$ cat src/rtl/dac_spi_xy_if.sv
// rtl/dac_spi_xy_if.sv - valid/ready coordinate-pair handshake into the DAC driver
interface dac_spi_xy_if #(
   parameter int DAC_BITS = 12
);
   logic [DAC_BITS-1:0] x;
   logic [DAC_BITS-1:0] y;
   logic                in_valid;
   logic                in_ready;

   modport master (output x, y, in_valid, input in_ready);
   modport slave  (input x, y, in_valid, output in_ready);
endinterface

$ cat src/rtl/dac_spi_xy.sv
// rtl/dac_spi_xy.sv - X/Y pair SPI driver for an MCP4922-class dual DAC (A = X, B = Y)
// Defining DAC_LDAC_EN adds the ldac_n port and a one-cycle latch pulse after each written pair.
module dac_spi_xy #(
   parameter int DAC_BITS       = 12,
   parameter int CLK_DIV        = 1,
   parameter int CS_HIGH        = 2,
   parameter bit GAIN           = 1'b1,
   parameter bit BUFFERED       = 1'b1,
   parameter bit SHUTDOWN       = 1'b1,
   parameter bit SKIP_UNCHANGED = 1'b1
) (
   input  logic        clk,
   input  logic        reset_n,
   dac_spi_xy_if.slave bus,
   output logic        cs_n,
   output logic        sclk,
   output logic        sdi,
   output logic        busy
`ifdef DAC_LDAC_EN
   ,
   output logic        ldac_n
`endif
);
   localparam int DIV_W = (CLK_DIV > 1) ? $clog2(CLK_DIV) : 1;
   localparam int GAP_W = (CS_HIGH > 1) ? $clog2(CS_HIGH) : 1;
   localparam int SHIFT = 12 - DAC_BITS;

   typedef enum logic [2:0] {S_IDLE, S_LOAD, S_FRAME, S_GAP, S_LDAC} state_t;

   state_t              r_state, w_state_nxt;
   logic [DAC_BITS-1:0] r_x, r_y, r_last_a, r_last_b;
   logic [DAC_BITS-1:0] w_x_nxt, w_y_nxt, w_last_a_nxt, w_last_b_nxt;
   logic                r_vld_a, r_vld_b, r_pend_b, r_ch, r_sclk, r_cs_n, r_busy;
   logic                w_vld_a_nxt, w_vld_b_nxt, w_pend_b_nxt, w_ch_nxt, w_sclk_nxt;
   logic [15:0]         r_shift, w_shift_nxt;
   logic [3:0]          r_bit, w_bit_nxt;
   logic [DIV_W-1:0]    r_div, w_div_nxt;
   logic [GAP_W-1:0]    r_gap, w_gap_nxt;
   logic                w_send_a, w_send_b, w_start, w_start_ch;
`ifdef DAC_LDAC_EN
   logic                r_ldac_n;
`endif

   function automatic logic [15:0] frame_word(input logic ch, input logic [DAC_BITS-1:0] v);
      logic [11:0] w_val;
      w_val = 12'(v) << SHIFT;
      return {ch, BUFFERED, GAIN, SHUTDOWN, w_val};
   endfunction

   assign bus.in_ready = reset_n && (r_state == S_IDLE);
   assign cs_n         = r_cs_n;
   assign sclk         = r_sclk;
   assign sdi          = r_shift[15];
   assign busy         = r_busy;
`ifdef DAC_LDAC_EN
   assign ldac_n       = r_ldac_n;
`endif

   // A channel is skipped only when it already holds exactly this value
   assign w_send_a = !SKIP_UNCHANGED || !r_vld_a || (r_x != r_last_a);
   assign w_send_b = !SKIP_UNCHANGED || !r_vld_b || (r_y != r_last_b);

   always_comb begin
      w_state_nxt  = r_state;
      w_x_nxt      = r_x;
      w_y_nxt      = r_y;
      w_last_a_nxt = r_last_a;
      w_last_b_nxt = r_last_b;
      w_vld_a_nxt  = r_vld_a;
      w_vld_b_nxt  = r_vld_b;
      w_pend_b_nxt = r_pend_b;
      w_ch_nxt     = r_ch;
      w_sclk_nxt   = r_sclk;
      w_shift_nxt  = r_shift;
      w_bit_nxt    = r_bit;
      w_div_nxt    = r_div;
      w_gap_nxt    = r_gap;
      w_start      = 1'b0;
      w_start_ch   = 1'b0;
      case (r_state)
         S_IDLE: begin
            if (bus.in_valid) begin
               w_x_nxt     = bus.x;
               w_y_nxt     = bus.y;
               w_state_nxt = S_LOAD;
            end
         end
         S_LOAD: begin
            if (w_send_a) begin
               w_start      = 1'b1;
               w_pend_b_nxt = w_send_b;
            end else if (w_send_b) begin
               w_start      = 1'b1;
               w_start_ch   = 1'b1;
               w_pend_b_nxt = 1'b0;
            end else begin
               w_state_nxt  = S_IDLE;
            end
         end
         S_FRAME: begin
            if (r_div == DIV_W'(CLK_DIV - 1)) begin
               w_div_nxt = '0;
               if (!r_sclk) begin
                  w_sclk_nxt = 1'b1;
               end else if (r_bit == 4'd15) begin
                  w_sclk_nxt  = 1'b0;
                  w_shift_nxt = '0;
                  w_gap_nxt   = '0;
                  w_state_nxt = S_GAP;
                  if (r_ch) begin
                     w_last_b_nxt = r_y;
                     w_vld_b_nxt  = 1'b1;
                  end else begin
                     w_last_a_nxt = r_x;
                     w_vld_a_nxt  = 1'b1;
                  end
               end else begin
                  // data moves only on the falling edge so it is stable at every rise
                  w_sclk_nxt  = 1'b0;
                  w_bit_nxt   = r_bit + 4'd1;
                  w_shift_nxt = {r_shift[14:0], 1'b0};
               end
            end else begin
               w_div_nxt = r_div + 1'b1;
            end
         end
         S_GAP: begin
            if (r_gap == GAP_W'(CS_HIGH - 1)) begin
               if (r_pend_b) begin
                  w_start      = 1'b1;
                  w_start_ch   = 1'b1;
                  w_pend_b_nxt = 1'b0;
               end else begin
`ifdef DAC_LDAC_EN
                  w_state_nxt = S_LDAC;
`else
                  w_state_nxt = S_IDLE;
`endif
               end
            end else begin
               w_gap_nxt = r_gap + 1'b1;
            end
         end
         S_LDAC:  w_state_nxt = S_IDLE;
         default: w_state_nxt = S_IDLE;
      endcase
      if (w_start) begin
         w_state_nxt = S_FRAME;
         w_ch_nxt    = w_start_ch;
         w_shift_nxt = frame_word(w_start_ch, w_start_ch ? r_y : r_x);
         w_bit_nxt   = '0;
         w_div_nxt   = '0;
         w_sclk_nxt  = 1'b0;
      end
   end

   always_ff @(posedge clk) begin
      if (!reset_n) begin
         r_state  <= S_IDLE;
         r_x      <= '0;
         r_y      <= '0;
         r_last_a <= '0;
         r_last_b <= '0;
         r_vld_a  <= 1'b0;
         r_vld_b  <= 1'b0;
         r_pend_b <= 1'b0;
         r_ch     <= 1'b0;
         r_sclk   <= 1'b0;
         r_shift  <= '0;
         r_bit    <= '0;
         r_div    <= '0;
         r_gap    <= '0;
         r_cs_n   <= 1'b1;
         r_busy   <= 1'b0;
`ifdef DAC_LDAC_EN
         r_ldac_n <= 1'b1;
`endif
      end else begin
         r_state  <= w_state_nxt;
         r_x      <= w_x_nxt;
         r_y      <= w_y_nxt;
         r_last_a <= w_last_a_nxt;
         r_last_b <= w_last_b_nxt;
         r_vld_a  <= w_vld_a_nxt;
         r_vld_b  <= w_vld_b_nxt;
         r_pend_b <= w_pend_b_nxt;
         r_ch     <= w_ch_nxt;
         r_sclk   <= w_sclk_nxt;
         r_shift  <= w_shift_nxt;
         r_bit    <= w_bit_nxt;
         r_div    <= w_div_nxt;
         r_gap    <= w_gap_nxt;
         r_cs_n   <= (w_state_nxt != S_FRAME);
         r_busy   <= (w_state_nxt != S_IDLE);
`ifdef DAC_LDAC_EN
         r_ldac_n <= (w_state_nxt != S_LDAC);
`endif
      end
   end
endmodule

$ cat src/flat_wrapper.sv
// flat-port wrapper written by rule: the top's interface ports become plain ports
module dac_spi_xy_flat 
#(
   parameter int DAC_BITS       = 12,
   parameter int CLK_DIV        = 1,
   parameter int CS_HIGH        = 2,
   parameter bit GAIN           = 1'b1,
   parameter bit BUFFERED       = 1'b1,
   parameter bit SHUTDOWN       = 1'b1,
   parameter bit SKIP_UNCHANGED = 1'b1
)
  (clk, reset_n, cs_n, sclk, sdi, busy, bus_x, bus_y, bus_in_valid, bus_in_ready);
  dac_spi_xy_if #(.DAC_BITS(DAC_BITS)) bus_i ();
  input  logic clk;
  input  logic reset_n;
  output logic cs_n;
  output logic sclk;
  output logic sdi;
  output logic busy;
  input wire logic [$bits(bus_i.x)-1:0] bus_x;
  input wire logic [$bits(bus_i.y)-1:0] bus_y;
  input wire logic [$bits(bus_i.in_valid)-1:0] bus_in_valid;
  output wire logic [$bits(bus_i.in_ready)-1:0] bus_in_ready;
  assign bus_i.x = bus_x;
  assign bus_i.y = bus_y;
  assign bus_i.in_valid = bus_in_valid;
  assign bus_in_ready = bus_i.in_ready;
  dac_spi_xy #(.DAC_BITS(DAC_BITS), .CLK_DIV(CLK_DIV), .CS_HIGH(CS_HIGH), .GAIN(GAIN), .BUFFERED(BUFFERED), .SHUTDOWN(SHUTDOWN), .SKIP_UNCHANGED(SKIP_UNCHANGED)) u_core (.clk(clk), .reset_n(reset_n), .bus(bus_i), .cs_n(cs_n), .sclk(sclk), .sdi(sdi), .busy(busy));
endmodule
$ cat config.mk
export PLATFORM = sky130hd
export DESIGN_NAME = dac_spi_xy_flat
export DESIGN_NICKNAME = d
export VERILOG_FILES = /design/src/rtl/dac_spi_xy_if.sv /design/src/rtl/dac_spi_xy.sv /design/src/flat_wrapper.sv
export SDC_FILE = /design/constraint.sdc
export NUM_CORES = 1
export LEC_CHECK = 0
export CAP_MARGIN = 25
export CORE_MARGIN = 2
export CORE_UTILIZATION = 62
export CTS_CLUSTER_DIAMETER = 200
export DETAILED_ROUTE_END_ITERATION = 7
export DONT_BUFFER_PORTS = 1
export PLACE_DENSITY = 0.78
export SYNTH_ARGS = -nofsm -noshare
export SYNTH_HDL_FRONTEND = slang
export SYNTH_SLANG_ARGS = --single-unit
$ cat constraint.sdc
create_clock -name clk -period 2.4 [get_ports clk]
set_input_delay 0.12 -clock clk [delete_from_list [all_inputs] [get_ports clk]]
set_output_delay 0.12 -clock clk [all_outputs]
set_load 0.02 [all_outputs]
After elaboration in Yosys (flattened, before gate mapping)
Cells that the tools add are included.
Word-level totals
  register bits: 80
  input bits: 27
  output and inout port bits: 5
  word-level logic and storage cells: 90
Cells by class
  add/subtract/negate cells: 3
  equality and inequality tests: 13
  mux-type cells: 34
  bitwise gates (word level): 4
  reductions and logical operators: 20
Operators by type and width (number)
  16-bit 2-to-1 mux: 5
  3-bit 2-to-1 mux: 9
  12-bit != test: 2
  1-bit 2-to-1 mux: 14
  12-bit 2-to-1 mux: 1
  3-bit case mux with 4 select lines: 1
  5-bit AND reduction: 2
  1-bit case mux with 2 select lines: 4
  4-bit AND reduction: 2
  2-bit nonzero test: 4
  3-bit by 2-bit == test with 1-bit output, second input constant: 2
  2-bit by 1-bit != test with 1-bit output, second input constant: 3
  3-bit AND reduction: 2
  4-bit by 1-bit adder with 4-bit output, second input constant: 1
  4-bit == test, second input constant: 1
  2-bit != test, second input constant: 2
  1-bit inverter: 4
  2-bit AND reduction: 2
  3-bit by 1-bit == test with 1-bit output, second input constant: 1
  3-bit logical NOT: 1
  3-bit by 1-bit != test with 1-bit output, second input constant: 1
  3-bit by 2-bit != test with 1-bit output, second input constant: 1
  3-bit nonzero test: 1
  1-bit adder, second input constant: 2
  other kinds (4): 6

Logic depth before layout (Yosys ltp)
Gate-level depths: netlist of run 1.
  depth after elaboration: 7
  mapped depth: 9

Worst setup path after synthesis of run 1
No wires, ideal clock.
  kind: register to register
  start: register u_core.r_x[1]
  end: register u_core.r_shift[10]
  setup time: 0.133 ns
  data arrival time: 1.853 ns
  path slack: 0.414 ns
  cell stages (with the launch flop): 8
  buffers on the path: 1
  clock period less this slack: 1.986 ns
  cells stage by stage: dfxtp_1 -> xnor2_1 -> nand3_1 -> or4_4 -> o31a_1 -> buf_6 -> mux2i_1 -> a21oi_1
On the way
  word-level cells in the longest chain between the ends: 6
  elaborated cells on any way between the ends: 12
Ends and longest elaborated chain
  start, declared: RTL line dac_spi_xy.sv:31  | logic [DAC_BITS-1:0] r_x, r_y, r_last_a, r_last_b;
  start signal, assigned: RTL line dac_spi_xy.sv:180  | r_x <= w_x_nxt;
  12-bit != test (*): RTL line dac_spi_xy.sv:60  | assign w_send_a = !SKIP_UNCHANGED || !r_vld_a || (r_x != r_last_a);
  1-bit logical OR (*): RTL line dac_spi_xy.sv:60
  1-bit 2-to-1 mux: RTL line dac_spi_xy.sv:89  | if (w_send_a) begin
  1-bit case mux with 2 select lines: RTL line dac_spi_xy.sv:80  | case (r_state)
  2-bit != test (no source line), or another cell as far along
  3-bit AND reduction (no source line) / 16-bit 2-to-1 mux (equally long branches)
  end signal, assigned: RTL line dac_spi_xy.sv:189  | r_shift <= w_shift_nxt;
  end, declared: RTL line dac_spi_xy.sv:35  | logic [15:0] r_shift, w_shift_nxt;
Mark *: on every way between the ends. The rest lies on a longest branch, timed or not.
A chain may end at the register's enable or synchronous reset.

Worst setup path in the final report of run 1
  start: register u_core.r_x[6]
  end: register u_core.r_shift[0]
The elaborated chain is that of the path after synthesis.

==> impl_summary.txt, run 1 <==
----------------------------------------------------
[CTS]
  Clock tree from TritonCTS ... done
  Number of levels the H-tree was split into ... 3
  Cell chosen for the clock root ... clkbuf_8
  TritonCTS Buffers ... 9
  CTS sink cnt ... 79
  Max Root-Sink Buffers ... 2
  Clock latency at the later pin of the worst-skew pair ... 0.37 ns
  Clock edge transition at the registers on the reported setup and hold paths ... 0.10 ns

[Placement]
  RD Place Congestion ... 0.8713
  Buffers on Ports ... 0
  Post-detailed-placement half-perimeter wirelength ... 5.728 mm

[Route]
  Number of search-and-repair iterations in the first detailed-routing pass ... 6
  Final routed DRC violation total ... 0
  DRT antenna net count ... 0
  Routed via count ... 3145
  Wirelength, routed ... 8.899 mm
  Via/cell ratio ... 6.013
  Violation count after the first detailed-routing iteration ... 269
  DR WL/cell ... 17.02 um

[Timing]
  Transition time of the tightest slew-check pin ... 0.5408 ns
  Unrepaired setup endpoints after global routing ... no
  Final clock period utilization by the worst path ... 0.9431
  Final setup viols ... 0
  Final Max Tran Viols ... 0
  Max-slew headroom ... 0.6383
  Final Hold Fails ... 0
  Fin Clk Skew ... 0.01298 ns
  Time the final worst path needs with I/O delays and setup ... 2.263 ns
  Highest achievable clock rate ... 441.8 MHz
  TNS Setup ... 0 ns

[Run]
  Max-cap violations ... 0

[Power and ir drop]
  Ratio of total power to cell area ... 628.3 nW/um^2
  Max rail drop VDD ... 0.6160 mV
  Standby leakage power ... 1.513 nW
  Sum of internal, switching and leakage power ... 2.560 mW

[Synthesis]
  Number of instances in the synthesized netlist ... 417
  Seq cells post-synth ... 79
  Count of unique library cells instantiated by Yosys ... 44
  Sequential area share after synthesis ... 0.4545
  Net count after synthesis ... 445
  Syn. warnings ... 0
  Per-instance average area after synthesis ... 8.344 sq um
  Post-Syn Area ... 3480 sq um

[Critical path]
  Buffers plus inverters on the worst setup path ... 1
  CP Data Required Time ... 2.68 ns
  Worst Setup Path Type ... register to register
  Critical Path End Type ... register
  Startpoint of the worst setup timing path ... u_core.r_x[6]$_SDFFE_PN0P_
  Crit path arrival time ... 2.54 ns
  Slowest cell on the critical path ... or4_4
  Worst path cell trace ... xnor2_1, nand4_1, or4_4, o31a_1, buf_12, mux2i_1, a211oi_1
  Maximum fanout count along the critical path ... 11
  Crit path max-delay family ... simple AND/OR/NAND/NOR gates
  Startpoint type of the worst setup path ... register
  Startpoint of the worst register-to-register path ... u_core.r_x[6]$_SDFFE_PN0P_
  Crit path largest cell delay ... 0.56 ns

[Final layout]
  Final-stage net count ... 474
  Layout overhead on the synthesized area ... 17.12%
  Fill cell count ... 413
  Number of diodes added for antenna fixing ... 0
  Share of layout cells above drive strength 1 ... 0.1020
  Most common cell after layout, fill and taps aside ... nand2_1
  Commonest cells after routing, fill and taps aside ... nand2_1, dfxtp_1, a21oi_1
  End-of-flow core utilization ... 0.7446

[Outcome]
  Status ... finished clean

[Global route]
  Sum of overflow across all layers after global routing ... 0
  Via count of the first global-routing pass ... 3011
  Pin count of the biggest net entering global routing ... 48
  Global-route usage over all layers ... 0.3069
  First-pass GRT wire length ... 14.75 mm
  Initial antenna violation count ... 0

[Hold path]
  Hold Startpoint ... reset_n
  Type of the most critical hold path ... input port to register

[Floorplan]
  Height of the die ... 78.92 um
  Starting Density ... 0.6358
  Core ar. ... 5473 sq um
  Number of core rows ... 27
  Area enclosed by the die boundary ... 6228 sq um
  Die Width ... 78.92 um
  Ports ... 32

----------------------------------------------------
power by group:
part	switching [mW]	internal [mW]	leakage, nW	total (mW)
sequential	0.0354	1.34	0.641	1.38
clock	0.565	0.408	0.0999	0.972
combinational	0.116	0.0932	0.772	0.209
cell usage after synthesis, drive strengths merged:
master | number | area share
ha | 1 | 0.0036
nand4 | 7 | 0.013
o21ai | 16 | 0.023
nor4 | 4 | 0.013
nand2 | 80 | 0.086
nor3b | 1 | 0.0022
nor2b | 2 | 0.0036
o31a | 2 | 0.0050
or3 | 1 | 0.0018
nor2 | 13 | 0.014
conb | 1 | 0.0011
mux2i | 12 | 0.035
a22oi | 4 | 0.0086
o22a | 1 | 0.0025
or2 | 2 | 0.0036
a31oi | 1 | 0.0018
and2 | 3 | 0.0054
dfxtp | 79 | 0.45
xnor2 | 25 | 0.063
buf | 6 | 0.010
and3 | 1 | 0.0018
a32oi | 1 | 0.0025
a211oi | 2 | 0.0043
o31ai | 12 | 0.027
a21oi | 69 | 0.10
nand3b | 1 | 0.0022
nor3 | 8 | 0.012
inv | 4 | 0.0043
xor2 | 2 | 0.0050
nand3 | 16 | 0.023
or4 | 1 | 0.0032
clkbuf | 24 | 0.026
and3b | 1 | 0.0025
or3b | 1 | 0.0025
a22o | 11 | 0.028
o311a | 1 | 0.0029
a21o | 1 | 0.0022
worst paths after layout:
check | depth (start not counted) | to | slack (ns)
worst min register to register | 2 | u_core.r_vld_b$_SDFFE_PN0P_ | 0.46
worst min-delay path | 2 | u_core.r_gap$_SDFFE_PN0P_ | 0.05
worst max-delay path | 7 | u_core.r_shift[0]$_SDFFE_PN0P_ | 0.14
worst max register to register | 7 | u_core.r_shift[0]$_SDFFE_PN0P_ | 0.14
through the flow:
stage	hold slack, ns	cell area [sq um]	cells	worst slack [ns]
2_1_floorplan	0.2560	3480	417	0.4142
3_3_place_gp	0.2085	3628	482	0.2379
3_5_place_dp	0.2056	3628	482	0.1713
4_1_cts	0.03998	4074	523	0.1237
5_1_grt	0.04860	4075	523	0.02056
6_report	0.05195	4075	523	0.1365
routing by layer:
layer	share of wire	track usage	vias up
met4	0.021	0.09310	0
met2	0.48	0.5103	116
met1	0.45	0.3968	1493
li1	-	-	1514
met3	0.057	0.07500	22
met5	0	0	-
registers in the layout, indices dropped and copies added (netlist names), 3 cells and up:
| signal | flops |
|---|---|
| u_core.r_last_b | 12 |
| u_core.r_y | 12 |
| u_core.r_x | 12 |
| u_core.r_last_a | 12 |
| u_core.r_shift | 16 |
| u_core.r_state | 3 |
| u_core.r_bit | 4 |
repair_timing:
action,4_1_cts,5_1_grt
resized for setup,0,1
hold buffers,25,0
setup buffers,0,0
endpoints found under the setup margin,0,5
hold endpoints to repair,39,0
cell families (layout without fill, tap and decap cells):
family                   after synthesis  after routing  share of synthesized area
XOR/XNOR                              27             27                    0.06796
buffers and inverters                 34             68                    0.04063
other                                  1              1                   0.001078
adder cells (fa/ha/maj)                1              1                   0.003595
AO/OA/AOI/OAI                        121            121                     0.2082
flip-flops                            79             79                     0.4545
AND/OR/NAND/NOR                      142            142                     0.1895
multiplexers                          12             12                    0.03452
area by class of cell:
cell class                      count  area [sq um]  area share
Inverter                            4         15.01    0.003684
Tap cell                           72         90.09     0.02211
Sequential cell                    79          1582      0.3881
Clock inverter                      7         71.32     0.01750
Multi-Input combinational cell    304          1758      0.4314
Timing Repair Buffer               48         435.4      0.1068
Clock buffer                        9         123.9     0.03040
Power figures use the tool's default switching activity.
==> inputs of run 2 (changes only) <==
- CORE_MARGIN: 2 -> 4
==> run 2 against run 1 <==
Effect of this change:
- sequential cell count unchanged
- wire length decreased by 1.2%
- maximum frequency increased by 0.30%
- worst setup slack improved by 0.0067 ns
- global-route usage decreased by 4.0 points
- core utilization increased by 0.48 points
- clock skew decreased by 0.0016 ns
- combinational power decreased by 2%
- die area increased by 10%
- sequential share of layout area decreased by 0.25 points
- critical path type unchanged
- highest routed layer unchanged
==> impl_summary.txt, run 2 (synthesis gave the netlist of run 1 again) <==
----------------------------------------------------
[Critical path]
  Startpoint type of the worst setup path ... register
  Worst Setup Path Type ... register to register
  Crit path arrival time ... 2.53 ns
  CP Data Required Time ... 2.67 ns
  Minimum setup slack among reg-to-reg paths ... 0.14 ns
  Critical Path End Type ... register
  Maximum fanout count along the critical path ... 12

[Timing]
  Final clock period utilization by the worst path ... 0.9403
  Final setup viols ... 0
  Final Hold Fails ... 0
  Highest achievable clock rate ... 443.1 MHz
  Time the final worst path needs with I/O delays and setup ... 2.257 ns
  Final Max Tran Viols ... 0
  Tightest hold margin ... 0.06724 ns
  Transition time of the tightest slew-check pin ... 0.5876 ns
  TNS Setup ... 0 ns
  Fin Clk Skew ... 0.01134 ns
  Worst Setup Slack, final ... 0.1433 ns
  Max-slew headroom ... 0.6070
  Unrepaired setup endpoints after global routing ... no

[Global route]
  Pin count of the biggest net entering global routing ... 46
  Sum of overflow across all layers after global routing ... 0
  First-pass GRT wire length ... 14.79 mm
  Global-route usage over all layers ... 0.2669
  Initial antenna violation count ... 0
  Via count of the first global-routing pass ... 3021

[Floorplan]
  Area enclosed by the die boundary ... 6875 sq um
  Number of core rows ... 27
  Height of the die ... 82.92 um
  Die Width ... 82.92 um
  Ports ... 32
  Core ar. ... 5473 sq um
  Starting Density ... 0.6358

[Route]
  Routed via count ... 3118
  Via/cell ratio ... 5.973
  Final routed DRC violation total ... 0
  DRT antenna net count ... 0
  Violation count after the first detailed-routing iteration ... 207
  Wirelength, routed ... 8.794 mm
  DR WL/cell ... 16.85 um
  Number of search-and-repair iterations in the first detailed-routing pass ... 5

[Power and ir drop]
  Clock group share of total power ... 0.413
  Ratio of total power to cell area ... 657.8 nW/um^2
  Standby leakage power ... 1.516 nW
  Switching fraction of total power ... 0.2388
  Combinational cell fraction of total power ... 0.075
  Sw power ... 0.6444 mW
  Sum of internal, switching and leakage power ... 2.698 mW
  Cell-internal power ... 2.053 mW
  Sequential Power Share ... 0.512
  Max rail drop VDD ... 0.5625 mV

[CTS]
  Cell chosen for the clock root ... clkbuf_8
  CTS sink cnt ... 79
  Max Root-Sink Buffers ... 2
  TritonCTS Buffers ... 9
  Post-cts repair resize count ... 0
  Number of levels the H-tree was split into ... 3
  Clock edge transition at the registers on the reported setup and hold paths ... 0.09 ns
  Clock tree from TritonCTS ... done
  Clock latency at the later pin of the worst-skew pair ... 0.35 ns

[Outcome]
  Status ... finished clean

[Final layout]
  Number of diodes added for antenna fixing ... 0
  Share of layout cells above drive strength 1 ... 0.09778
  Fill cell count ... 395
  Largest register FFs ... 16
  Final-stage net count ... 473
  Commonest cells after routing, fill and taps aside ... nand2_1, dfxtp_1, a21oi_1
  Most flop-heavy register ... u_core.r_shift
  Layout overhead on the synthesized area ... 17.87%
  Most common cell after layout, fill and taps aside ... nand2_1
  End-of-flow core utilization ... 0.7494

[Placement]
  RD Place Congestion ... 0.8413
  Buffers on Ports ... 0
  Setup slack after placement ... 0.1774 ns
  Post-detailed-placement half-perimeter wirelength ... 5.583 mm

[Run]
  Max-cap violations ... 0

[Hold path]
  Type of the most critical hold path ... input port to register

----------------------------------------------------
[run 2: cell types whose count changed in the layout (fill, tap and decap cells not counted)]
cell / previous run / this run
inv_8: 1 / 0
and2_2: 1 / 0
inv_6: 4 / 1
buf_4: 22 / 21
clkbuf_8: 9 / 10
bufinv_16: 0 / 2
clkinv_8: 1 / 0
clkinvlp_4: 0 / 2
and2_1: 2 / 3
[run 2: final timing paths]
| path | startpoint | endpoint | cells after the start |
|---|---|---|---|
| setup reg to reg | u_core.r_x[6]$_SDFFE_PN0P_ | u_core.r_shift[0]$_SDFFE_PN0P_ | 7 |
| setup / recovery | u_core.r_x[6]$_SDFFE_PN0P_ | u_core.r_shift[0]$_SDFFE_PN0P_ | 7 |
| hold reg to reg | u_core.r_vld_b$_SDFFE_PN0P_ | u_core.r_vld_b$_SDFFE_PN0P_ | 2 |
| hold / removal | reset_n | u_core.r_gap$_SDFFE_PN0P_ | 2 |
[run 2: power by group through the flow]
stage                     Combinational [mW]  Sequential [mW]  Clock [mW]
after floorplan                        0.123             1.40           0
after global placement                 0.159             1.41           0
after detailed placement               0.161             1.41           0
after CTS                              0.199             1.38        1.13
after global routing                   0.223             1.38        1.19
final                                  0.204             1.38        1.11
[run 2: cell type report]
type	count	area, sq um	area share
inverters	4	15.01	0.003661
flip-flops and latches	79	1582	0.3856
multi-input cells	304	1757	0.4283
repair buffers	47	427.9	0.1043
well taps	72	90.09	0.02196
clock buffers	10	137.6	0.03356
clock inverters	6	92.59	0.02257
[run 2: metrics by stage]
| stage | area [sq um] | instances |
|---|---|---|
| 2_1_floorplan | 3480 | 417 |
| 3_3_place_gp | 3621 | 481 |
| 3_5_place_dp | 3621 | 481 |
| 4_1_cts | 4101 | 522 |
| 5_1_grt | 4101 | 522 |
| 6_report | 4101 | 522 |
[run 2: worst max-delay path, cell delays in order (launching register included)]
cell,delay (ns)
dfxtp_1,0.44
xnor2_1,0.16
nand4_1,0.19
or4_4,0.57
o31a_1,0.32
buf_12,0.16
mux2i_1,0.11
a211oi_1,0.22
[run 2: per-layer routing]
layer | track usage | up-vias | wire (um)
li1 | - | 1508 | -
met5 | 0 | - | 0
met4 | 0.1382 | 0 | 278
met3 | 0.05258 | 23 | 554
met1 | 0.3452 | 1464 | 3900
met2 | 0.4220 | 123 | 4061
[run 2: what timing repair did]
item	in CTS	in global routing
hold endpoints to repair	39	0
setup endpoints to repair	0	0
setup buffers	0	0
hold buffers	25	0
==> inputs of run 3 (changes only) <==
- CORE_UTILIZATION: 62 -> 67
- PLACE_DENSITY: 0.78 -> 0.83
- clock period: 2.4 -> 2.8 ns (I/O delays scaled with it)
==> run 3 against run 2 <==
Effect of this change:
- worst setup slack gained 0.34 ns
- die area shrank 6.8%
- core utilization grew 7.1 points
- global-route usage grew 4.7 points
- via count grew 2.8%
- critical endpoint unchanged
- largest cell class unchanged
==> impl_summary.txt, run 3 (synthesis gave the netlist of run 1 again) <==
----------------------------------------------------
[CTS]
  Clock edge transition at the registers on the reported setup and hold paths ... 0.08 ns
  Post-CTS Repair Setup Buffers ... 0
  Number of levels the H-tree was split into ... 3
  Post-cts repair resize count ... 0
  Clock latency at the later pin of the worst-skew pair ... 0.36 ns
  Max Root-Sink Buffers ... 2
  Cell chosen for the clock root ... clkbuf_8
  TritonCTS Buffers ... 9
  CTS hold repair buffers ... 25
  Clock tree from TritonCTS ... done
  CTS sink cnt ... 79

[Timing]
  Highest achievable clock rate ... 431.9 MHz
  Transition time of the tightest slew-check pin ... 0.9312 ns
  Max-slew headroom ... 0.3777
  Unrepaired setup endpoints after global routing ... no
  TNS Setup ... 0 ns
  Fin Clk Skew ... 0.01290 ns
  Worst Setup Slack, final ... 0.4849 ns
  Time the final worst path needs with I/O delays and setup ... 2.315 ns
  Final Hold Fails ... 0
  Final setup viols ... 0
  Final clock period utilization by the worst path ... 0.8268
  Final Max Tran Viols ... 0

[Global route]
  Via count of the first global-routing pass ... 3129
  First-pass GRT wire length ... 15.29 mm
  Pin count of the biggest net entering global routing ... 64
  Sum of overflow across all layers after global routing ... 0
  Global-route usage over all layers ... 0.3141
  Initial antenna violation count ... 0

[Power and ir drop]
  Combinational cell fraction of total power ... 0.074
  Sequential Power Share ... 0.535
  Standby leakage power ... 1.461 nW
  Clock group share of total power ... 0.391
  Sw power ... 0.5483 mW
  Switching fraction of total power ... 0.2460
  Ratio of total power to cell area ... 556.5 nW/um^2
  Cell-internal power ... 1.681 mW
  Max rail drop VDD ... 0.5102 mV
  Sum of internal, switching and leakage power ... 2.229 mW

[Route]
  Wirelength, routed ... 9.380 mm
  Violation count after the first detailed-routing iteration ... 359
  DR WL/cell ... 18.46 um
  Final routed DRC violation total ... 0
  Routed via count ... 3206
  Number of search-and-repair iterations in the first detailed-routing pass ... 5
  DRT antenna net count ... 0
  Via/cell ratio ... 6.311

[Critical path]
  Startpoint type of the worst setup path ... register
  Crit path arrival time ... 2.59 ns
  Register-to-Register Path Depth ... 7
  Maximum fanout count along the critical path ... 12
  Critical Path End Type ... register
  Worst Setup Path Type ... register to register
  CP Data Required Time ... 3.08 ns

[Floorplan]
  Height of the die ... 80.07 um
  Area enclosed by the die boundary ... 6410 sq um
  Starting Density ... 0.7131
  Core ar. ... 4880 sq um
  Number of core rows ... 25
  Ports ... 32
  Die Width ... 80.07 um

[Final layout]
  End-of-flow core utilization ... 0.8208
  Largest register FFs ... 16
  Final-stage net count ... 465
  Share of layout cells above drive strength 1 ... 0.07483
  Commonest cells after routing, fill and taps aside ... nand2_1, dfxtp_1, a21oi_1
  Sequential cell area in the final layout ... 1582 sq um
  Most flop-heavy register ... u_core.r_shift
  Final design instance area without fill ... 4005 sq um
  Most common cell after layout, fill and taps aside ... nand2_1
  Multi-input gate area ... 1757 sq um
  Layout overhead on the synthesized area ... 15.10%
  Number of diodes added for antenna fixing ... 0
  Fill cell count ... 317

[Placement]
  RD Place Congestion ... 0.8737
  Post-detailed-placement half-perimeter wirelength ... 5.672 mm
  Area after detailed placement ... 3527 sq um
  Setup slack after placement ... 0.5253 ns
  Buffers on Ports ... 0

[Hold path]
  Worst Hold Depth ... 4
  Type of the most critical hold path ... input port to register

[Run]
  Max-cap violations ... 0

[Outcome]
  Status ... finished clean

----------------------------------------------------
==> run 3: cell types whose count changed in the layout (fill, tap and decap cells not counted) <==
cell / before / now
inv_6: 1 / 0
clkbuf_8: 10 / 11
bufinv_16: 2 / 1
clkinv_2: 0 / 1
buf_4: 21 / 12
clkbuf_1: 0 / 1
dlygate4sd3_1: 25 / 26
clkinv_4: 1 / 0
clkinvlp_4: 2 / 1
==> run 3: cell type report <==
type	instances	area share
Clock inverter	3	0.01062
Inverter	4	0.003749
Clock buffer	12	0.03874
Tap cell	67	0.02093
Sequential cell	79	0.3949
Multi-Input combinational cell	304	0.4386
Timing Repair Buffer	39	0.09247
==> run 3: routing by layer <==
metal | track usage | wire length (um)
met1 | 0.4011 | 3882
met2 | 0.4983 | 4395
met3 | 0.05381 | 697
met4 | 0.1807 | 404
met5 | 0 | 0
==> run 3: path summary, 6_finish.rpt <==
path                                                       end                        start  slack (ns)
worst max register to register  u_core.r_shift[0]$_SDFFE_PN0P_   u_core.r_x[6]$_SDFFE_PN0P_        0.48
worst min-delay path                    u_core.cs_n$_SDFF_PN1_                 bus_in_valid        0.24
worst max-delay path            u_core.r_shift[0]$_SDFFE_PN0P_   u_core.r_x[6]$_SDFFE_PN0P_        0.48
worst min register to register     u_core.r_vld_b$_SDFFE_PN0P_  u_core.r_vld_b$_SDFFE_PN0P_        0.47
==> run 3: power by group through the flow <==
stage	clock network, mW	registers, mW	logic, mW
after global routing	0.903	1.19	0.181
after detailed placement	0	1.22	0.123
after CTS	0.859	1.19	0.154
final	0.872	1.19	0.165
after floorplan	0	1.20	0.106
after global placement	0	1.22	0.120
==> run 3: per-stage QoR <==
step,hold WS (ns),std cells
after global routing,0.2743,508
after global placement,0.2309,466
final,0.2416,508
after CTS,0.2297,506
after detailed placement,0.2292,466
after floorplan,0.2760,417
==> run 3: worst max-delay path: stages (launching register included) <==
cell,delay (ns)
dfxtp_1,0.47
xnor2_1,0.16
nand4_1,0.19
or4_4,0.58
o31a_1,0.29
buf_4,0.20
mux2i_1,0.14
a211oi_1,0.21
